--- src/rtl/mem_port_arbiter_if.sv ---
// -----------------------------------------------------------------------------
// mem_port_arbiter_if
//
// Bundles every signal of the shared memory port arbiter apart from clock and
// reset: the fetch requester, the data requester, the pipeline stall and the
// external memory bus.
//
// Modports:
//   slave  - the arbiter's view: takes requests and memory responses, drives
//            completions, stall and the bus address/control/data lines.
//   master - the environment's view (pipeline stages plus memory model).
//
// Signals:
//   if_req, if_addr[31:0]               fetch request, held until if_done
//   if_rdata[31:0], if_done             fetch result and completion pulse
//   d_req, d_write, d_size[1:0],
//   d_addr[31:0], d_wdata[31:0]         data request, held until d_done
//   d_rdata[31:0], d_done               load result and completion pulse
//   stall                               a request is still outstanding
//   bus_err                             the completing access timed out
//   bus_addr, bus_mreq, bus_write,
//   bus_size, bus_wdata, bus_wen        memory bus outputs
//   bus_rdata, bus_ack_n                memory bus inputs (ack active low)
// -----------------------------------------------------------------------------
interface mem_port_arbiter_if;
    logic        if_req;
    logic [31:0] if_addr;
    logic [31:0] if_rdata;
    logic        if_done;

    logic        d_req;
    logic        d_write;
    logic [1:0]  d_size;
    logic [31:0] d_addr;
    logic [31:0] d_wdata;
    logic [31:0] d_rdata;
    logic        d_done;

    logic        stall;
    logic        bus_err;

    logic [31:0] bus_addr;
    logic        bus_mreq;
    logic        bus_write;
    logic [1:0]  bus_size;
    logic [31:0] bus_wdata;
    logic        bus_wen;
    logic [31:0] bus_rdata;
    logic        bus_ack_n;

    modport slave (
        input  if_req, if_addr,
        input  d_req, d_write, d_size, d_addr, d_wdata,
        input  bus_rdata, bus_ack_n,
        output if_rdata, if_done,
        output d_rdata, d_done,
        output stall, bus_err,
        output bus_addr, bus_mreq, bus_write, bus_size, bus_wdata, bus_wen
    );

    modport master (
        output if_req, if_addr,
        output d_req, d_write, d_size, d_addr, d_wdata,
        output bus_rdata, bus_ack_n,
        input  if_rdata, if_done,
        input  d_rdata, d_done,
        input  stall, bus_err,
        input  bus_addr, bus_mreq, bus_write, bus_size, bus_wdata, bus_wen
    );
endinterface

--- src/rtl/mem_port_arbiter.sv ---
// -----------------------------------------------------------------------------
// mem_port_arbiter
//
// Shares one external memory port between the instruction-fetch stage and the
// MEM stage of a 5-stage RV32I pipeline. One requester is granted at a time;
// data wins over fetch because the MEM-stage instruction is older. The granted
// request is copied into registered bus outputs, the arbiter waits for the
// active-low acknowledge (or gives up after TIMEOUT cycles), then spends one
// response cycle pulsing the matching done with its read data.
//
// Cycle picture for a zero-wait access:
//   cycle 0 IDLE sees the request, cycle 1 bus driven and acked,
//   cycle 2 RESP (done pulse), cycle 3 back in IDLE.
//
// Parameters:
//   TIMEOUT  cycles a granted access may wait for acknowledge (1..255)
//
// Ports:
//   clk  system clock, rising edge
//   rst  asynchronous active-high reset; abandons any access in flight
//   mp   mem_port_arbiter_if.slave - requests, completions, stall, memory bus
// -----------------------------------------------------------------------------
module mem_port_arbiter #(
    parameter int unsigned TIMEOUT = 15
) (
    input  logic                  clk,
    input  logic                  rst,
    mem_port_arbiter_if.slave     mp
);

    // The wait counter saturates one short of TIMEOUT: when it already holds
    // TIMEOUT-1 and the bus still has not acknowledged, this edge is the
    // TIMEOUT-th bus cycle and the access is aborted.
    localparam logic [7:0] TIMEOUT_LAST = 8'(TIMEOUT - 32'd1);

    typedef enum logic [1:0] {
        ST_IDLE  = 2'd0,
        ST_FETCH = 2'd1,
        ST_DATA  = 2'd2,
        ST_RESP  = 2'd3
    } state_t;

    state_t      state_r,     state_s;
    logic [7:0]  cnt_r,       cnt_s;

    logic [31:0] bus_addr_r,  bus_addr_s;
    logic        bus_mreq_r,  bus_mreq_s;
    logic        bus_write_r, bus_write_s;
    logic        bus_wen_r,   bus_wen_s;
    logic [1:0]  bus_size_r,  bus_size_s;
    logic [31:0] bus_wdata_r, bus_wdata_s;

    logic        if_done_r,   if_done_s;
    logic        d_done_r,    d_done_s;
    logic        bus_err_r,   bus_err_s;
    logic [31:0] if_rdata_r,  if_rdata_s;
    logic [31:0] d_rdata_r,   d_rdata_s;

    logic        ack_s;
    logic        timeout_s;
    logic [31:0] resp_data_s;

    assign ack_s     = ~mp.bus_ack_n;
    assign timeout_s = (cnt_r == TIMEOUT_LAST);

    // A store has nothing to return, and an aborted access returns zero; in
    // both cases the response register is loaded with 0 rather than whatever
    // happens to be floating on bus_rdata.
    assign resp_data_s = (ack_s && !bus_write_r) ? mp.bus_rdata : 32'h0000_0000;

    // Next-state, bus-line and response decode for the sequencer.
    always_comb begin
        state_s     = state_r;
        cnt_s       = cnt_r;
        bus_addr_s  = bus_addr_r;
        bus_mreq_s  = bus_mreq_r;
        bus_write_s = bus_write_r;
        bus_wen_s   = bus_wen_r;
        bus_size_s  = bus_size_r;
        bus_wdata_s = bus_wdata_r;
        if_done_s   = 1'b0;
        d_done_s    = 1'b0;
        bus_err_s   = 1'b0;
        if_rdata_s  = if_rdata_r;
        d_rdata_s   = d_rdata_r;

        case (state_r)
            ST_IDLE: begin
                cnt_s = 8'd0;
                if (mp.d_req) begin
                    // Data first: the load/store belongs to the older instruction.
                    state_s     = ST_DATA;
                    bus_addr_s  = mp.d_addr;
                    bus_mreq_s  = 1'b1;
                    bus_write_s = mp.d_write;
                    bus_wen_s   = mp.d_write;
                    bus_size_s  = mp.d_size;
                    bus_wdata_s = mp.d_write ? mp.d_wdata : 32'h0000_0000;
                end else if (mp.if_req) begin
                    state_s     = ST_FETCH;
                    bus_addr_s  = mp.if_addr;
                    bus_mreq_s  = 1'b1;
                    bus_write_s = 1'b0;
                    bus_wen_s   = 1'b0;
                    bus_size_s  = 2'b10;
                    bus_wdata_s = 32'h0000_0000;
                end else begin
                    state_s = ST_IDLE;
                end
            end

            ST_FETCH, ST_DATA: begin
                if (ack_s || timeout_s) begin
                    // Ack is tested first, so an ack arriving on the timeout
                    // edge still completes cleanly with bus_err low.
                    state_s     = ST_RESP;
                    cnt_s       = 8'd0;
                    bus_addr_s  = 32'h0000_0000;
                    bus_mreq_s  = 1'b0;
                    bus_write_s = 1'b0;
                    bus_wen_s   = 1'b0;
                    bus_size_s  = 2'b00;
                    bus_wdata_s = 32'h0000_0000;
                    bus_err_s   = ~ack_s;
                    if (state_r == ST_FETCH) begin
                        if_done_s  = 1'b1;
                        if_rdata_s = resp_data_s;
                    end else begin
                        d_done_s  = 1'b1;
                        d_rdata_s = resp_data_s;
                    end
                end else begin
                    cnt_s = cnt_r + 8'd1;
                end
            end

            ST_RESP: begin
                // Requests are not looked at here; the requester updates its
                // inputs on this edge and the following IDLE sees them.
                state_s = ST_IDLE;
            end

            default: begin
                state_s     = ST_IDLE;
                cnt_s       = 8'd0;
                bus_addr_s  = 32'h0000_0000;
                bus_mreq_s  = 1'b0;
                bus_write_s = 1'b0;
                bus_wen_s   = 1'b0;
                bus_size_s  = 2'b00;
                bus_wdata_s = 32'h0000_0000;
            end
        endcase
    end

    // Sequencer state and wait-state counter.
    always_ff @(posedge clk or posedge rst) begin
        if (rst) begin
            state_r <= ST_IDLE;
            cnt_r   <= 8'd0;
        end else begin
            state_r <= state_s;
            cnt_r   <= cnt_s;
        end
    end

    // Registered memory bus address/control/data lines.
    always_ff @(posedge clk or posedge rst) begin
        if (rst) begin
            bus_addr_r  <= 32'h0000_0000;
            bus_mreq_r  <= 1'b0;
            bus_write_r <= 1'b0;
            bus_wen_r   <= 1'b0;
            bus_size_r  <= 2'b00;
            bus_wdata_r <= 32'h0000_0000;
        end else begin
            bus_addr_r  <= bus_addr_s;
            bus_mreq_r  <= bus_mreq_s;
            bus_write_r <= bus_write_s;
            bus_wen_r   <= bus_wen_s;
            bus_size_r  <= bus_size_s;
            bus_wdata_r <= bus_wdata_s;
        end
    end

    // Completion pulses, error flag and per-port read data holding registers.
    always_ff @(posedge clk or posedge rst) begin
        if (rst) begin
            if_done_r  <= 1'b0;
            d_done_r   <= 1'b0;
            bus_err_r  <= 1'b0;
            if_rdata_r <= 32'h0000_0000;
            d_rdata_r  <= 32'h0000_0000;
        end else begin
            if_done_r  <= if_done_s;
            d_done_r   <= d_done_s;
            bus_err_r  <= bus_err_s;
            if_rdata_r <= if_rdata_s;
            d_rdata_r  <= d_rdata_s;
        end
    end

    assign mp.bus_addr  = bus_addr_r;
    assign mp.bus_mreq  = bus_mreq_r;
    assign mp.bus_write = bus_write_r;
    assign mp.bus_wen   = bus_wen_r;
    assign mp.bus_size  = bus_size_r;
    assign mp.bus_wdata = bus_wdata_r;
    assign mp.if_done   = if_done_r;
    assign mp.d_done    = d_done_r;
    assign mp.bus_err   = bus_err_r;
    assign mp.if_rdata  = if_rdata_r;
    assign mp.d_rdata   = d_rdata_r;

    // Stall must react in the same cycle a request appears, so it is the one
    // combinational output; it drops in the done cycle of the last pending port.
    assign mp.stall = (mp.if_req & ~if_done_r) | (mp.d_req & ~d_done_r);

endmodule
--- src/flat_wrapper.sv ---
// flat-port wrapper written by rule: the top's interface ports become plain ports
module mem_port_arbiter_flat 
#(
    parameter int unsigned TIMEOUT = 15
)
  (clk, rst, mp_if_req, mp_if_addr, mp_d_req, mp_d_write, mp_d_size, mp_d_addr, mp_d_wdata, mp_bus_rdata, mp_bus_ack_n, mp_if_rdata, mp_if_done, mp_d_rdata, mp_d_done, mp_stall, mp_bus_err, mp_bus_addr, mp_bus_mreq, mp_bus_write, mp_bus_size, mp_bus_wdata, mp_bus_wen);
  mem_port_arbiter_if mp_i ();
  input  logic clk;
  input  logic rst;
  input wire logic [$bits(mp_i.if_req)-1:0] mp_if_req;
  input wire logic [$bits(mp_i.if_addr)-1:0] mp_if_addr;
  input wire logic [$bits(mp_i.d_req)-1:0] mp_d_req;
  input wire logic [$bits(mp_i.d_write)-1:0] mp_d_write;
  input wire logic [$bits(mp_i.d_size)-1:0] mp_d_size;
  input wire logic [$bits(mp_i.d_addr)-1:0] mp_d_addr;
  input wire logic [$bits(mp_i.d_wdata)-1:0] mp_d_wdata;
  input wire logic [$bits(mp_i.bus_rdata)-1:0] mp_bus_rdata;
  input wire logic [$bits(mp_i.bus_ack_n)-1:0] mp_bus_ack_n;
  output wire logic [$bits(mp_i.if_rdata)-1:0] mp_if_rdata;
  output wire logic [$bits(mp_i.if_done)-1:0] mp_if_done;
  output wire logic [$bits(mp_i.d_rdata)-1:0] mp_d_rdata;
  output wire logic [$bits(mp_i.d_done)-1:0] mp_d_done;
  output wire logic [$bits(mp_i.stall)-1:0] mp_stall;
  output wire logic [$bits(mp_i.bus_err)-1:0] mp_bus_err;
  output wire logic [$bits(mp_i.bus_addr)-1:0] mp_bus_addr;
  output wire logic [$bits(mp_i.bus_mreq)-1:0] mp_bus_mreq;
  output wire logic [$bits(mp_i.bus_write)-1:0] mp_bus_write;
  output wire logic [$bits(mp_i.bus_size)-1:0] mp_bus_size;
  output wire logic [$bits(mp_i.bus_wdata)-1:0] mp_bus_wdata;
  output wire logic [$bits(mp_i.bus_wen)-1:0] mp_bus_wen;
  assign mp_i.if_req = mp_if_req;
  assign mp_i.if_addr = mp_if_addr;
  assign mp_i.d_req = mp_d_req;
  assign mp_i.d_write = mp_d_write;
  assign mp_i.d_size = mp_d_size;
  assign mp_i.d_addr = mp_d_addr;
  assign mp_i.d_wdata = mp_d_wdata;
  assign mp_i.bus_rdata = mp_bus_rdata;
  assign mp_i.bus_ack_n = mp_bus_ack_n;
  assign mp_if_rdata = mp_i.if_rdata;
  assign mp_if_done = mp_i.if_done;
  assign mp_d_rdata = mp_i.d_rdata;
  assign mp_d_done = mp_i.d_done;
  assign mp_stall = mp_i.stall;
  assign mp_bus_err = mp_i.bus_err;
  assign mp_bus_addr = mp_i.bus_addr;
  assign mp_bus_mreq = mp_i.bus_mreq;
  assign mp_bus_write = mp_i.bus_write;
  assign mp_bus_size = mp_i.bus_size;
  assign mp_bus_wdata = mp_i.bus_wdata;
  assign mp_bus_wen = mp_i.bus_wen;
  mem_port_arbiter #(.TIMEOUT(TIMEOUT)) u_core (.clk(clk), .rst(rst), .mp(mp_i));
endmodule
--- config.mk ---
export PLATFORM = sky130hd
export DESIGN_NAME = mem_port_arbiter_flat
export DESIGN_NICKNAME = d
export VERILOG_FILES = /design/src/rtl/mem_port_arbiter_if.sv /design/src/rtl/mem_port_arbiter.sv /design/src/flat_wrapper.sv
export SDC_FILE = /design/constraint.sdc
export NUM_CORES = 1
export LEC_CHECK = 0
export CAP_MARGIN = 0
export CORE_UTILIZATION = 43
export CTS_BUF_LIST = sky130_fd_sc_hd__clkbuf_16
export DETAILED_ROUTE_END_ITERATION = 7
export PLACE_DENSITY_LB_ADDON = 0.05
export SETUP_SLACK_MARGIN = 0.4
export SYNTH_ARGS = -nofsm -noshare
export SYNTH_HDL_FRONTEND = slang
export SYNTH_SLANG_ARGS = --single-unit
--- constraint.sdc ---
create_clock -name clk -period 5.3 [get_ports clk]
set_input_delay 1.06 -clock clk [delete_from_list [all_inputs] [get_ports clk]]
set_output_delay 1.06 -clock clk [all_outputs]
set_load 0.01 [all_outputs]
Yosys cells after proc, flatten, opt, wreduce, memory -nomap -nowiden
Cells that the tools add are included.
{"block": "classes", "add_sub_neg": 1, "eq_ne": 6, "n_mux": 34, "n_bitwise": 7, "reduce_logical": 9}
{"op": "32-bit 2-to-1 mux", "count": 7}
{"op": "32-bit case mux with 2 select lines", "count": 2}
{"op": "8-bit case mux with 2 select lines", "count": 1}
{"op": "1-bit 2-to-1 mux", "count": 14}
{"op": "2-bit 2-to-1 mux", "count": 5}
{"op": "3-bit AND reduction", "count": 3}
{"op": "8-bit by 1-bit adder with 8-bit output (second input constant)", "count": 1}
{"op": "8-bit by 4-bit equality test with 1-bit output (second input constant)", "count": 1}
{"op": "8-bit 2-to-1 mux", "count": 1}
{"op": "2-bit case mux with 3 select lines", "count": 1}
{"op": "2-bit equality test (second input constant)", "count": 2}
{"op": "1-bit inverter", "count": 4}
{"op": "1-bit case mux with 2 select lines", "count": 2}
{"op": "2-bit case mux with 2 select lines", "count": 1}
{"op": "3-bit inequality test (second input constant)", "count": 1}
{"op": "1-bit bitwise AND", "count": 2}
{"op": "2-bit by 1-bit equality test with 1-bit output (second input constant)", "count": 1}
{"op": "2-bit zero test", "count": 1}
{"op": "2-bit by 1-bit inequality test with 1-bit output (second input constant)", "count": 1}
{"op": "2-bit nonzero test", "count": 1}
{"op": "2-bit OR reduction", "count": 1}
{"op": "1-bit logical AND", "count": 1}
{"op": "1-bit zero test", "count": 1}
{"op": "1-bit logical OR", "count": 1}
{"op": "1-bit OR", "count": 1}
{"block": "word_totals", "ff_bits": 145, "in_bits": 136, "out_inout_bits": 137, "wordCells": 69}

Logic depth before layout (Yosys ltp)
Gate-level depths: netlist of run 1.
{"block": "logic_depth", "depth_word": 4, "depth_mapped": 9, "depth_no_buf": 6}

Worst setup path after synthesis of run 1
Ideal clock, no wire load.
{"block": "synth_path", "kind": "input to output", "from": "in mp_d_req", "to": "out mp_stall", "arrival_time_ps": 1536, "required_time_ps": 4240, "setup_slack_ps": 2704, "cell_stages": 3, "path_buffers": 1, "cell_sequence": "buf_2 inv_1 o22ai_1"}
{"block": "synth_between", "elab_chain_cells": 2}
{"item": "start: declaration", "line_no": "flat_wrapper.sv:12", "rtl": "input wire logic [$bits(mp_i.d_req)-1:0] mp_d_req;"}
{"item": "1-bit bitwise AND", "line_no": "mem_port_arbiter.sv:217", "rtl": "assign mp.stall = (mp.if_req & ~if_done_r) | (mp.d_req & ~d_done_r);"}
{"item": "1-bit OR", "line_no": "mem_port_arbiter.sv:217"}
{"item": "end: declaration", "line_no": "flat_wrapper.sv:23", "rtl": "output wire logic [$bits(mp_i.stall)-1:0] mp_stall;"}
No other way between the ends.

Worst setup path in the final report of run 1
{"block": "layout_path", "from": "in mp_if_req", "to": "out mp_stall"}
{"block": "layout_between", "elab_chain_cells": 2}
{"item": "start: declaration", "line_no": "flat_wrapper.sv:10", "rtl": "input wire logic [$bits(mp_i.if_req)-1:0] mp_if_req;"}
{"item": "1-bit bitwise AND", "line_no": "mem_port_arbiter.sv:217"}
{"item": "1-bit OR", "line_no": "mem_port_arbiter.sv:217"}
No other way between the ends.

==> impl_metrics.yaml, run 1 <==
cts:
  postCtsSetupBuffers: 0
  path_clk_slew_ps: 60
  clock_latency_ps: 420
  cts_sinks: 145
  cts_buffer_depth: 2
  cts_tree: "yes"
  cts-resized-gates: 0
  cts_root_buf: "clkbuf_16"
  holdBufCountCts: 0
  htreeDepth: 4
  cts_made_buffers: 17
placement:
  hpwl_mm: 12.3
  place_inst: 976
  gp_congestion: 0.778
  dp_slack_ps: 1910
  post_dp_cell_area_mm2: 0.00948
  port_buffers: 272
synthesis:
  async_flop_share_pct: 100
  synth_top_family_by_area: "multiplexers"
  synth_ff_type: "dfrtp_1"
  synth.area.top_cells: "dfrtp_1 (55%), mux2_2 (16%), mux2i_1 (10%), and2_1 (3.0%), nand2_1 (2.5%)"
  synth_warnings: 0
  netlist_area_mm2: 0.00659
  ys_ff_latch: 145
  synth-simple-area-share_pct: 9.77
  yosys.area.top_type: "dfrtp_1"
  synth.avg_cell_area_um2: 12.2
  synth_xor_area_share_pct: 0
  syn_nets: 686
  yosysTopAreaCellShare_pct: 55.0
  yosys-mux-area-fraction_pct: 26.9
  synth-compound-area-share_pct: 2.18
  synth_edf_count: 0
  synth_cells: 542
  synth_fa_ha_area_share_pct: 1.52
  synth_cell_types: 37
  ys_seq_area_share_pct: 55.0
critical_path:
  rr_worst_depth: 6
  critPathCapture: "mp_stall"
  cp-end-kind: "output port"
  required_ps: 4240
  start_kind: "primary input"
  worst_r2r_startpoint: "u_core.state_r[0]"
  crit_start: "mp_if_req"
  worst-r2r-setup-slack_ps: 2680
  reg2reg_to: "u_core.mp.bus_addr[19]"
  crit_type: "in2out"
  worstPathMaxFanout: 2
  critPathArrivalTime_ps: 2360
finish:
  layout_commonest_cell: "clkdlybuf4s50_1"
  finalInstanceArea_mm2: 0.0101
  final_cell_mix: "clkdlybuf4s50_1 (271), dfrtp_1 (145), mux2_2 (94), mux2i_1 (66), nand2_1 (44)"
  area_growth_pct: 52.5
  n_fill_cell: 1100
  instances_no_fill: 1007
  final-seq-area_mm2: 0.00363
  num-nets-final: 955
  multiInputGateArea_mm2: 0.00268
  final_util_pct: 68.1
  drive_gt1_share_pct: 16.9
  diodes: 0
route:
  wl_mm: 16.9
  vias: 4988
  drt_iter0_drc: 187
  vias_per_cell: 4.95
  route.antenna.remaining_nets: 0
  drc: 0
  post_drt_wl_per_cell_um: 16.7
  drtPass1Iterations: 4
timing:
  skew_ps: 7.96
  slew_viol_final: 0
  setup_ws_ps: 1880
  finalCriticalPeriod_ps: 3420
  worstMarginPinSlew_ps: 1100
  setup_viol_count_final: 0
  relSlewSlack_pct: 26.7
  max_freq_ghz: 0.293
  finalSetupTns_ps: 0
  hold_violations: 0
  rsz0062_at_grt: "false"
  post-route-period-util_pct: 64.4
grt:
  grt_pass1_vias: 5369
  grt_use_met1_pct: 25.6
  use_met2_pct: 38.2
  gr-usage-met3_pct: 7.77
  grt_pass1_wl_mm: 27.3
  antenna_found_initial: 0
  grt_max_degree: 89
  grt_usage_pct: 22.3
  grt_overflow: 0
  busiest_layer: "met2"
floorplanning:
  io_pins: 273
  die_area_mm2: 0.0158
  core_area_mm2: 0.0148
  rows: 44
  die_h_um: 126
  dieWidth_um: 126
  start_util_pct: 44.7
min_path:
  hold_class: "reg2reg"
power_and_ir_drop:
  p_leak_nw: 4.61
  powerDensity_mw_per_mm2: 579
  peakVddDrop_uv: 398
flow_run:
  drv_cap: 0
status:
  status: "completed"
area by class of cell:
class | count | share of cell area, %
Multi-Input combinational cell | 326 | 26.7
Sequential cell | 145 | 36.1
Timing Repair Buffer | 281 | 27.7
Inverter | 40 | 1.53
Clock inverter | 14 | 1.49
Tap cell | 184 | 2.29
Clock buffer | 17 | 4.23
per-layer routing:
metal,vias up,share of wire [%],wire (um)
met1,2408,40,6780
met3,33,8.3,1400
met4,0,2.4,398
met5,-,0,0
met2,200,49,8280
li1,2347,-,-
report_power, final:
group	leakage (nW)	internal (mW)	switching (mW)
combinational	2.41	1.58	1.26
clock	0.288	0.727	0.441
sequential	1.91	1.57	0.253
cells in the mapped netlist (2+ instances only):
cell type	count
o21bai_1	2
nand3_1	5
and2_1	32
buf_1	3
nor3_1	2
and3_1	3
mux2_1	5
dfrtp_1	145
buf_6	2
nand2_1	44
a31oi_1	2
nor3b_1	2
mux2i_1	66
inv_1	40
o21ai_0	2
ha_1	8
clkbuf_1	13
a21o_1	3
nor4b_1	2
nor2_1	40
buf_2	12
mux2_2	94
state kept, by name, summed over array words and instances (netlist names):
| register | flops |
|---|---|
| u_core.cnt_r | 8 |
| u_core.mp.bus_addr | 32 |
| u_core.mp.bus_err | 1 |
| u_core.mp.bus_mreq | 1 |
| u_core.mp.bus_size | 2 |
| u_core.mp.bus_wdata | 32 |
| u_core.mp.bus_write | 1 |
| u_core.mp.d_done | 1 |
| u_core.mp.d_rdata | 32 |
| u_core.mp.if_done | 1 |
| u_core.mp.if_rdata | 32 |
| u_core.state_r | 2 |
worst max-delay path: stages:
cell and delay [ps]:
clkdlybuf4s50_1 480, inv_1 50, o22ai_1 190, clkdlybuf4s50_1 580
kinds of logic after synthesis:
logic type,after synthesis
buffers and inverters,71
AND/OR/NAND/NOR,135
flip-flops,145
multiplexers,165
AO/OA/AOI/OAI,18
adder cells (fa/ha/maj),8
worst min-delay path by stage:
stage          slack [ps]                     end  depth (start not counted)              startpoint
3_5_place_dp          480  u_core.mp.bus_addr[22]                          1  u_core.mp.bus_addr[22]
3_3_place_gp          480   u_core.mp.bus_size[0]                          1   u_core.mp.bus_size[0]
4_1_cts               500   u_core.mp.bus_size[1]                          1   u_core.mp.bus_size[1]
2_1_floorplan         490         u_core.cnt_r[7]                          2         u_core.cnt_r[7]
5_1_grt               520  u_core.mp.bus_addr[29]                          1  u_core.mp.bus_addr[29]
6_report              500   u_core.mp.d_rdata[10]                          1   u_core.mp.d_rdata[10]
per-stage QoR:
| step | hold WS, ps | power [mW] |
|---|---|---|
| final | 502 | 5.82 |
| after global routing | 517 | 6.18 |
| after CTS | 504 | 5.89 |
| after detailed placement | 484 | 4.69 |
| after global placement | 476 | 4.62 |
| after floorplan | 486 | 3.39 |
Note: power is estimated with default switching activity, not from simulation.
==> run 2: changes to the inputs <==
==> constraint.sdc (replaced) <==
create_clock -name clk -period 3.46 [get_ports clk]
set_input_delay 0.692 -clock clk [delete_from_list [all_inputs] [get_ports clk]]
set_output_delay 0.692 -clock clk [all_outputs]
set_load 0.01 [all_outputs]
==> run 2 against run 1 <==
Compared with the run above:
- routed wire length is 1.1% higher
- flip-flop and latch count stayed put
- non-clock buffer count is 1 higher
- sequential power rose by 53%
- clock power increased by 65%
- worst hold slack worse by 11 ps
- utilization up 0.64 points
- global-route usage rose by 0.068 points
- combinational power is 56% higher
==> impl_metrics.yaml, run 2 (synthesized netlist as in run 1, its figures left out) <==
critical_path:
  worstPathMaxFanout: 33
  required_ps: 3790
  crit_type: "reg2reg"
  crit_top_cell: "buf_12"
  critPathArrivalTime_ps: 3070
  crit_path_max_incr_delay_ps: 570
  worstPathCellList: "inv_1 -> ha_2 -> nand2_1 -> o21bai_4 -> o211ai_4 -> buf_12 -> buf_12 -> mux2i_1"
  cp-end-kind: "flop"
  start_kind: "flop"
  crit_slowest_cell: "ha_2"
floorplanning:
  die_h_um: 126
  io_pins: 273
  dieWidth_um: 126
  start_util_pct: 44.7
  core_area_mm2: 0.0148
  die_area_mm2: 0.0158
  rows: 44
route:
  wl_mm: 17.0
  drt_iter0_drc: 165
  wl_met2_mm: 8.35
  drtPass1Iterations: 4
  route.met3.wl_mm: 1.31
  wl_met1_mm: 6.97
  vias: 4969
  post_drt_wl_per_cell_um: 16.9
  highest_layer: "met4"
  route.antenna.remaining_nets: 0
  vias_per_cell: 4.93
  drc: 0
timing:
  max_freq_ghz: 0.366
  worstMarginPinSlew_ps: 1070
  relSlewSlack_pct: 28.8
  slew_viol_final: 0
  post-route-period-util_pct: 79.0
  rsz0062_at_grt: "false"
  setup_viol_count_final: 0
  skew_ps: 8.26
  hold_violations: 0
  finalCriticalPeriod_ps: 2730
  finalSetupTns_ps: 0
cts:
  path_clk_slew_ps: 60
  cts_sinks: 145
  cts_made_buffers: 17
  cts_tree: "yes"
  cts_root_buf: "clkbuf_16"
  clock_latency_ps: 420
  postCtsSetupBuffers: 0
  holdBufCountCts: 0
  htreeDepth: 4
  cts-resized-gates: 0
  cts_buffer_depth: 2
finish:
  diodes: 0
  n_fill_cell: 1112
  final_cell_mix: "clkdlybuf4s50_1 (271), dfrtp_1 (145), mux2_2 (94), mux2i_1 (66), nand2_1 (44)"
  layout_commonest_cell: "clkdlybuf4s50_1"
  num-nets-final: 956
  area_growth_pct: 53.9
  drive_gt1_share_pct: 16.9
  instances_no_fill: 1008
grt:
  grt_pass1_wl_mm: 27.2
  grt_overflow: 0
  grt_pass1_vias: 5257
  grt_max_degree: 146
  grt_usage_pct: 22.3
  antenna_found_initial: 0
min_path:
  hold_class: "reg2reg"
placement:
  gp_congestion: 0.787
  port_buffers: 272
  hpwl_mm: 12.3
  place_inst: 977
status:
  status: "completed"
power_and_ir_drop:
  peakVddDrop_uv: 520
  powerDensity_mw_per_mm2: 903
  total_power_mw: 9.17
  p_leak_nw: 4.64
flow_run:
  drv_cap: 0
## run 2: cell types whose count changed in the layout (fill, tap and decap cells not counted), moves of 2 or more
cell and delta:
clkinv_1 +2, buf_12 +3, clkinv_2 -4, buf_4 -2, bufinv_16 +2
## run 2: where the power goes
| part | internal, mW | total, mW | switching, mW |
|---|---|---|---|
| Combinational | 2.50 | 4.44 | 1.95 |
| Sequential | 2.40 | 2.79 | 0.393 |
| Clock | 1.26 | 1.93 | 0.671 |
## run 2: final timing paths
| kind | startpoint | to | slack [ps] | depth (start not counted) |
|---|---|---|---|---|
| min reg2reg | u_core.mp.bus_size[1] | u_core.mp.bus_size[1] | 490 | 1 |
| min in group asynchronous | rst | u_core.mp.if_rdata[27] | 840 | 3 |
| max | u_core.state_r[0] | u_core.mp.bus_wdata[15] | 730 | 8 |
| max reg2reg | u_core.state_r[0] | u_core.mp.bus_wdata[15] | 730 | 8 |
| min | u_core.mp.bus_size[1] | u_core.mp.bus_size[1] | 490 | 1 |
| max in group asynchronous | rst | u_core.mp.bus_addr[8] | 2040 | 3 |
## run 2: metal layers
| metal | global-route usage (%) | up-vias |
|---|---|---|
| met2 | 37.5 | 198 |
| li1 | - | 2342 |
| met4 | 9.64 | 0 |
| met1 | 26.0 | 2400 |
| met3 | 7.69 | 29 |
| met5 | 0 | - |
## run 2: critical path, delay by kind of cell, from the launching register on
family,cells,cell delay [ps]
AO/OA/AOI/OAI,2,630
adder cells (fa/ha/maj),1,570
buffers and inverters,3,630
flip-flops,1,420
multiplexers,1,220
AND/OR/NAND/NOR,1,140
## run 2: cell type report
type / count / area [um^2] / share of cell area (%)
clock buffer: 17 / 425 / 4.19
clock inverter: 14 / 198 / 1.95
inverter: 40 / 154 / 1.52
multi-input combinational: 326 / 2680 / 26.4
sequential: 145 / 3630 / 35.8
tap: 184 / 230 / 2.27
timing repair buffer: 282 / 2830 / 27.9
## run 2: metrics by stage
stage | hold WS (ps) | instance area, um^2 | utilization [%] | setup slack [ps]
after global routing | 520 | 10100 | 68.8 | 545
final | 492 | 10100 | 68.8 | 726
after CTS | 500 | 10100 | 68.8 | 570
after global placement | 476 | 9520 | 64.5 | 721
after floorplan | 486 | 6600 | - | 949
after detailed placement | 483 | 9520 | 64.5 | 588
